[config.mk]
export PLATFORM = sky130hd
export DESIGN_NAME = uart_block_rx
export DESIGN_NICKNAME = d
export VERILOG_FILES = /design/src/rtl/uart_block_rx.sv
export SDC_FILE = /design/constraint.sdc
export NUM_CORES = 1
export LEC_CHECK = 0
export ABC_CLOCK_PERIOD_IN_PS = 4800
export BUFFER_PORTS_ARGS = -buffer_cell sky130_fd_sc_hd__buf_2
export CAP_MARGIN = 20
export CORE_ASPECT_RATIO = 2
export CORE_MARGIN = 2
export CORE_UTILIZATION = 48
export DETAILED_ROUTE_END_ITERATION = 10
export PLACE_DENSITY = 0.69
export REMOVE_ABC_BUFFERS = 1
export SYNTH_ARGS = -nofsm -noshare
export SYNTH_HDL_FRONTEND = slang
export SYNTH_SLANG_ARGS = --single-unit
[constraint.sdc]
create_clock -name CLK -period 4.8 [get_ports CLK]
set_input_delay 0.72 -clock CLK [delete_from_list [all_inputs] [get_ports CLK]]
set_output_delay 0.72 -clock CLK [all_outputs]
set_load 0.02 [all_outputs]
[src/rtl/uart_block_rx.sv]
// UART receive path: 8N1 deserialiser plus a line assembler that emits one
// SHA-256-padded 512-bit message block per CR/LF-terminated line.
//
// state      | meaning
// B_IDLE     | waiting for a synced 1->0 edge on RXD
// B_START    | half-bit wait, then confirm start bit (1 = glitch)
// B_DATA     | eight LSB-first samples, one bit period apart
// B_STOP     | stop-bit sample; good byte or framing error
// A_COLLECT  | storing bytes of the current line
// A_DISCARD  | line overflowed; dropping bytes until a terminator
// A_HOLD     | block presented, waiting for block_ack
module uart_block_rx #(
   parameter int CLK_FREQ = 60000000,
   parameter int BAUD     = 115200
) (
   input  logic         CLK,
   input  logic         reset,
   input  logic         RXD,
   output logic [0:511] block,
   output logic         block_valid,
   input  logic         block_ack,
   output logic [5:0]   byte_len,
   output logic [7:0]   rx_data,
   output logic         rx_strobe,
   output logic         frame_err,
   output logic         overflow
);
   localparam int CPB  = CLK_FREQ / BAUD;
   localparam int HALF = CPB / 2;
   localparam int CW   = $clog2(CPB);
   localparam int MAXB = 55;

   typedef enum logic [1:0] {B_IDLE, B_START, B_DATA, B_STOP} bit_st_t;
   typedef enum logic [1:0] {A_COLLECT, A_DISCARD, A_HOLD} asm_st_t;

   logic          rxd_meta_q, rxd_sync_q, rxd_prev_q;
   bit_st_t       bst_q, bst_d;
   logic [CW-1:0] cnt_q, cnt_d;
   logic [2:0]    bit_idx_q, bit_idx_d;
   logic [7:0]    shift_q, shift_d;
   logic [7:0]    rx_data_q, rx_data_d;
   logic          rx_strobe_q, rx_strobe_d;
   logic          frame_err_q, frame_err_d;

   asm_st_t       ast_q, ast_d;
   logic [5:0]    count_q, count_d;
   logic [7:0]    mem_q [MAXB];
   logic [7:0]    mem_d [MAXB];
   logic [0:511]  block_q, block_d, blk_built;
   logic          block_valid_q, block_valid_d;
   logic [5:0]    byte_len_q, byte_len_d;
   logic          overflow_q, overflow_d;
   logic          is_term;

   always_comb begin
      bst_d       = bst_q;
      cnt_d       = cnt_q;
      bit_idx_d   = bit_idx_q;
      shift_d     = shift_q;
      rx_data_d   = rx_data_q;
      rx_strobe_d = 1'b0;
      frame_err_d = 1'b0;
      case (bst_q)
         B_IDLE: begin
            if (!rxd_sync_q && rxd_prev_q) begin
               bst_d = B_START;
               cnt_d = CW'(HALF - 1);
            end
         end
         B_START: begin
            if (cnt_q == '0) begin
               if (rxd_sync_q) begin
                  bst_d = B_IDLE;
               end else begin
                  bst_d     = B_DATA;
                  cnt_d     = CW'(CPB - 1);
                  bit_idx_d = 3'd0;
               end
            end else begin
               cnt_d = cnt_q - 1'b1;
            end
         end
         B_DATA: begin
            if (cnt_q == '0) begin
               shift_d = {rxd_sync_q, shift_q[7:1]};
               cnt_d   = CW'(CPB - 1);
               if (bit_idx_q == 3'd7) bst_d = B_STOP;
               else bit_idx_d = bit_idx_q + 1'b1;
            end else begin
               cnt_d = cnt_q - 1'b1;
            end
         end
         default: begin
            if (cnt_q == '0) begin
               bst_d = B_IDLE;
               if (rxd_sync_q) begin
                  rx_data_d   = shift_q;
                  rx_strobe_d = 1'b1;
               end else begin
                  frame_err_d = 1'b1;
               end
            end else begin
               cnt_d = cnt_q - 1'b1;
            end
         end
      endcase
   end

   always_ff @(posedge CLK or negedge reset) begin
      if (!reset) begin
         rxd_meta_q  <= 1'b1;
         rxd_sync_q  <= 1'b1;
         rxd_prev_q  <= 1'b1;
         bst_q       <= B_IDLE;
         cnt_q       <= '0;
         bit_idx_q   <= 3'd0;
         shift_q     <= 8'h00;
         rx_data_q   <= 8'h00;
         rx_strobe_q <= 1'b0;
         frame_err_q <= 1'b0;
      end else begin
         rxd_meta_q  <= RXD;
         rxd_sync_q  <= rxd_meta_q;
         rxd_prev_q  <= rxd_sync_q;
         bst_q       <= bst_d;
         cnt_q       <= cnt_d;
         bit_idx_q   <= bit_idx_d;
         shift_q     <= shift_d;
         rx_data_q   <= rx_data_d;
         rx_strobe_q <= rx_strobe_d;
         frame_err_q <= frame_err_d;
      end
   end

   // Padding is built from storage at terminator time so stale bytes never leak.
   always_comb begin
      blk_built = '0;
      for (int i = 0; i < MAXB; i++)
         if (6'(i) < count_q) blk_built[8*i +: 8] = mem_q[i];
      for (int i = 0; i <= MAXB; i++)
         if (6'(i) == count_q) blk_built[8*i +: 8] = 8'h80;
      blk_built[448 +: 64] = {55'b0, count_q, 3'b0};
   end

   assign is_term = (rx_data_q == 8'h0D) || (rx_data_q == 8'h0A);

   always_comb begin
      ast_d         = ast_q;
      count_d       = count_q;
      mem_d         = mem_q;
      block_d       = block_q;
      block_valid_d = block_valid_q;
      byte_len_d    = byte_len_q;
      overflow_d    = 1'b0;
      case (ast_q)
         A_COLLECT: begin
            if (rx_strobe_q) begin
               if (is_term) begin
                  if (count_q != 6'd0) begin
                     block_d       = blk_built;
                     block_valid_d = 1'b1;
                     byte_len_d    = count_q;
                     ast_d         = A_HOLD;
                  end
               end else if (count_q == 6'(MAXB)) begin
                  overflow_d = 1'b1;
                  ast_d      = A_DISCARD;
               end else begin
                  mem_d[count_q] = rx_data_q;
                  count_d        = count_q + 1'b1;
               end
            end
         end
         A_DISCARD: begin
            if (rx_strobe_q && is_term) begin
               ast_d   = A_COLLECT;
               count_d = 6'd0;
            end
         end
         A_HOLD: begin
            if (rx_strobe_q && !is_term) overflow_d = 1'b1;
            if (block_ack) begin
               block_valid_d = 1'b0;
               ast_d         = A_COLLECT;
               count_d       = 6'd0;
            end
         end
         default: ast_d = A_COLLECT;
      endcase
   end

   always_ff @(posedge CLK or negedge reset) begin
      if (!reset) begin
         ast_q         <= A_COLLECT;
         count_q       <= 6'd0;
         for (int i = 0; i < MAXB; i++) mem_q[i] <= 8'h00;
         block_q       <= '0;
         block_valid_q <= 1'b0;
         byte_len_q    <= 6'd0;
         overflow_q    <= 1'b0;
      end else begin
         ast_q         <= ast_d;
         count_q       <= count_d;
         mem_q         <= mem_d;
         block_q       <= block_d;
         block_valid_q <= block_valid_d;
         byte_len_q    <= byte_len_d;
         overflow_q    <= overflow_d;
      end
   end

   assign block       = block_q;
   assign block_valid = block_valid_q;
   assign byte_len    = byte_len_q;
   assign rx_data     = rx_data_q;
   assign rx_strobe   = rx_strobe_q;
   assign frame_err   = frame_err_q;
   assign overflow    = overflow_q;
endmodule
## After elaboration in Yosys (flattened, before gate mapping)

Cells that the tools add are included.

| word-level totals | value |
|---|---|
| flip-flop bits (word level) | 946 |
| bits of input ports | 4 |
| output and inout port bits | 530 |
| word-level logic and storage cells | 403 |

| cells by class | value |
|---|---|
| add/sub/neg operators | 3 |
| magnitude comparators | 57 |
| equal/unequal tests | 80 |
| multiplexer cells | 161 |
| bitwise operators | 4 |
| reductions and logical operators | 27 |

Operators with widths:

| operator | count |
|---|---|
| $mux 8 | 112 |
| $bwmux 440 | 1 |
| $eq 6x6->1 const A | 24 |
| $lt 6x6->1 const A | 23 |
| $eq 5x6->1 const A | 16 |
| $lt 5x6->1 const A | 16 |
| $mux 10 | 5 |
| $demux 8 s6 | 1 |
| $eq 4x6->1 const A | 8 |
| $lt 4x6->1 const A | 8 |
| $mux 6 | 5 |
| $pmux 10 s3 | 1 |
| $ne 2x2->1 const B | 13 |
| $eq 3x6->1 const A | 4 |
| $lt 3x6->1 const A | 4 |
| $mux 2 | 12 |
| $reduce_and 5->1 | 4 |
| $pmux 6 s3 | 1 |
| $eq 8x4->1 const B | 2 |
| $mux 1 | 14 |
| $eq 2x6->1 const A | 2 |
| $lt 1x6->1 const A | 2 |
| $lt 2x6->1 const A | 2 |
| $mux 3 | 4 |
| other kinds (31) | 48 |

## Logic depth before layout (Yosys ltp)

| logic depth | value |
|---|---|
| word-level depth | 6 |
| gate-level depth with buffers | 10 |
| gate-level depth less buffers | 7 |

## Least setup slack after synthesis

Ideal clock, no wire load.

| path | value |
|---|---|
| path type | register to register |
| from | register ast_q[0] |
| to | register mem_q[216] in the netlist's numbering |
| setup time | 0.125 ns |
| arrival | 2.461 ns |
| required time | 4.675 ns |
| slack | 2.215 ns |
| stages on the path, launching flop included | 10 |
| path buffers | 2 |
| clock period less this slack | 2.585 ns |
| path through | dfrtp_1 > inv_1 > ha_1 > buf_2 > nand2_1 > or3_1 > or4_1 > buf_2 > nor3_4 > mux2_2 |

| on the way | value |
|---|---|
| longest elaborated chain between the ends | 2 |

Ends and longest elaborated chain:

| what | RTL line | source |
|---|---|---|
| from (decl) | 45 | `asm_st_t ast_q, ast_d;` |
| from (signal assigned) | 202 | `ast_q <= ast_d;` |
| $logic_not 2->1 | 155 | `case (ast_q)` |
| $reduce_and 4->1 (no source line) | - |  |
| to (signal assigned) | 204 | `mem_q <= mem_d;` |
| to (decl) | 47 | `logic [7:0] mem_q [MAXB];` |

Every way passes these cells.
A chain may end at the register's enable or synchronous reset.

## Final worst setup path

| path | value |
|---|---|
| from | register ast_q[1] |
| to | register mem_q[28] in the netlist's numbering |

Same word-level chain as after synthesis.

==> results.cfg <==
[status]
status = complete, no violations

[final_layout]
fin_cells = 4876
diodes = 0
syn2layout_area_growth_pct = 15.63
drive_gt1_share_pct = 30.89
fin_nets = 3796
final_area_um2 = 43930

[worst_setup_path]
cp-end-kind = register
ff2ff_setup_slack_ns = 1.04
crit_start = ast_q[1]
critPathMaxFanout = 13
required_ns = 5.34
startpoint_type = register
reg2reg_from = ast_q[1]
r2r_cells = 7
critPathKind = reg -> reg
timing.rr.end = mem_q[28]
crit_arrival_ns = 4.29

[sta]
timing.setup.tns_ns = 0
finalClockSkew_ns = 0.03015
setup_viol = 0
slew_violations = 0
fin_hold_ws_ns = 0.1394
finalHoldViolCount = 0
finalCritPeriodShare_pct = 78.24
timing.fmax_mhz = 266.3
grt_setup_unrepaired = false
slew_headroom_pct = 20.63
period_needed_ns = 3.755
worst_pin_slew_ns = 1.188

[global_routing]
grt_first_pass_wirelength_um = 167800
antenna_found_initial = 2
grt_overflow_total = 0
grt_usage_pct = 27.06
grt_pass1_vias = 27169
grt_max_degree = 132

[worst_hold_path]
hold_path_class = in -> async

[detailed_routing]
vias_per_cell = 5.559
ant_nets = 0
num_vias = 27104
drc = 0
wirelength_um = 109700
wl_per_cell_um = 22.49
drt-initial-drc-count = 2051
dr.pass1.iters = 5

[floorplanning]
core-area_um2 = 78730
die_x_um = 202.9
row_count = 146
die_area_um2 = 81550
pin_count = 534
initial_utilization_pct = 48.25
die-height_um = 401.9

[pwr]
p_leak_nw = 24.04
clkPwrFrac_pct = 39.6
combPwrFrac_pct = 13.8
finalPower_mw = 17.33
ir_worst_vdd_v = 0.0003700
cellPowerDensity_nw_per_um2 = 394.6
p_sw_mw = 5.061
swShare_pct = 29.20
intPower_mw = 12.27
seqPwrFrac_pct = 46.5

[cts]
cts_tree = yes
path_clk_slew_ns = 0.07
postCtsSetupBuffers = 0
clkLatencyLatePin_ns = 0.67
h-tree-depth = 3
clk_path_buf_depth = 3
numCtsBuffers = 80
clock_sinks = 933
ctsResizeCount = 0
cts_root_buf = clkbuf_16
postCtsHoldBufs = 0

[synthesis]
synth_flop_cell = dfrtp_1
synthesis.area_um2 = 37990
synth_edf_count = 0
netlist-cell-type-count = 71
yosysWarnings = 0
syn_avg_cell_area_um2 = 11.21
ys_seq_area_share_pct = 61.47
synth_commonest_cells = dfrtp_1, nand2_1, mux2_2
ys_seq_elements = 933
yosys.area.top_type_share_pct = 61.26
yosys.area.top_type = dfrtp_1
syn_inst = 3388
async_flop_share_pct = 100.0
synth_most_common_cell = dfrtp_1
synth.area.top_cells = dfrtp_1, mux2_2, nand2_1

[placed_design]
portBuffers = 468
dp_cells = 4729
gp_congestion = 0.8869
dp_hpwl_um = 73310
placed_cell_area_um2 = 41130

[run]
maxCapViolations = 0
-- cell usage in the layout, fill, tap and decap left out, drive strengths merged, types with 4 or more instances in the layout --
master / n
clkinv: 20
nand3: 325
and2: 8
and3: 6
o2bb2ai: 4
o31ai: 6
a211oi: 4
bufinv: 7
nor2b: 9
nand2b: 12
buf: 521
conb: 65
a21o: 7
clkinvlp: 6
a32oi: 7
nor2: 88
clkbuf: 111
xor2: 5
a21boi: 11
ha: 16
or2: 6
or3: 7
nand4: 6
mux2: 458
dfrtp: 930
nand2: 916
a21oi: 29
a221oi: 20
nor3: 16
a22o: 8
nor4: 12
o21ai: 122
a31oi: 10
inv: 16
o41ai: 4
o21bai: 6
-- layout make-up --
class | count | area (um2)
Fill cell | 6732 | 34800
Sequential cell | 933 | 23370
Multi-Input combinational cell | 2226 | 13500
Timing Repair Buffer | 521 | 2913
Clock buffer | 111 | 2370
Tap cell | 1036 | 1296
Clock inverter | 35 | 425.4
Inverter | 14 | 52.55
-- sequential cells by signal, summed over array words and instances (netlist names), 2 cells and up --
signal and flops:
rx_data 8, byte_len 5, block 442, mem_q 440, bst_q 2, bit_idx_q 3
ast_q 2, cnt_q 10, count_q 6, shift_q 8
-- worst max path at each step --
stage	end	slack, ns	depth (start not counted)
global placement	mem_q[214]	0.96	6
global route	mem_q[159]	0.83	7
detailed placement	mem_q[154]	1.04	7
finish	mem_q[28]	1.04	7
CTS	mem_q[159]	1.04	7
floorplan	block_valid	-17.51	5
-- stage by stage --
stage,utilization (%),worst slack (ns)
after floorplan,-,-17.51
after global placement,52.22,0.9624
after CTS,55.78,1.043
after detailed placement,52.23,1.035
after global routing,55.79,0.8285
final,55.79,1.045
-- worst max-delay path: stages, from the launching register on --
cell,delay (ns)
dfrtp_1,0.44
inv_1,0.11
ha_1,0.29
nand2_1,0.47
or3_1,0.56
or4_1,0.72
nor2b_1,0.63
mux2_2,0.42
-- metal layers --
layer,GRT usage [%],wire length (um),part of all wire [%]
met1,36.98,46070,42
met2,41.65,50010,46
met3,7.669,10040,9.2
met4,9.207,3544,3.2
met5,0,16,0.015
-- kinds of logic after synthesis --
group / after synthesis / synth area share [%]
flip-flops: 933 / 61.47
buffers and inverters: 293 / 3.728
adder cells (fa/ha/maj): 16 / 0.5270
XOR/XNOR: 5 / 0.1153
multiplexers: 459 / 13.60
AO/OA/AOI/OAI: 256 / 4.242
AND/OR/NAND/NOR: 1425 / 16.31
other: 1 / 0.009871
-- power groups by stage --
stage          combinational, mW  sequential (mW)  clock [mW]
2_1_floorplan               1.20             8.28           0
4_1_cts                     2.36             8.06        7.00
5_1_grt                     2.55             8.07        7.31
3_5_place_dp                2.35             8.21           0
3_3_place_gp                2.31             8.20           0
6_report                    2.40             8.07        6.87
(Power assumes the default switching activity.)
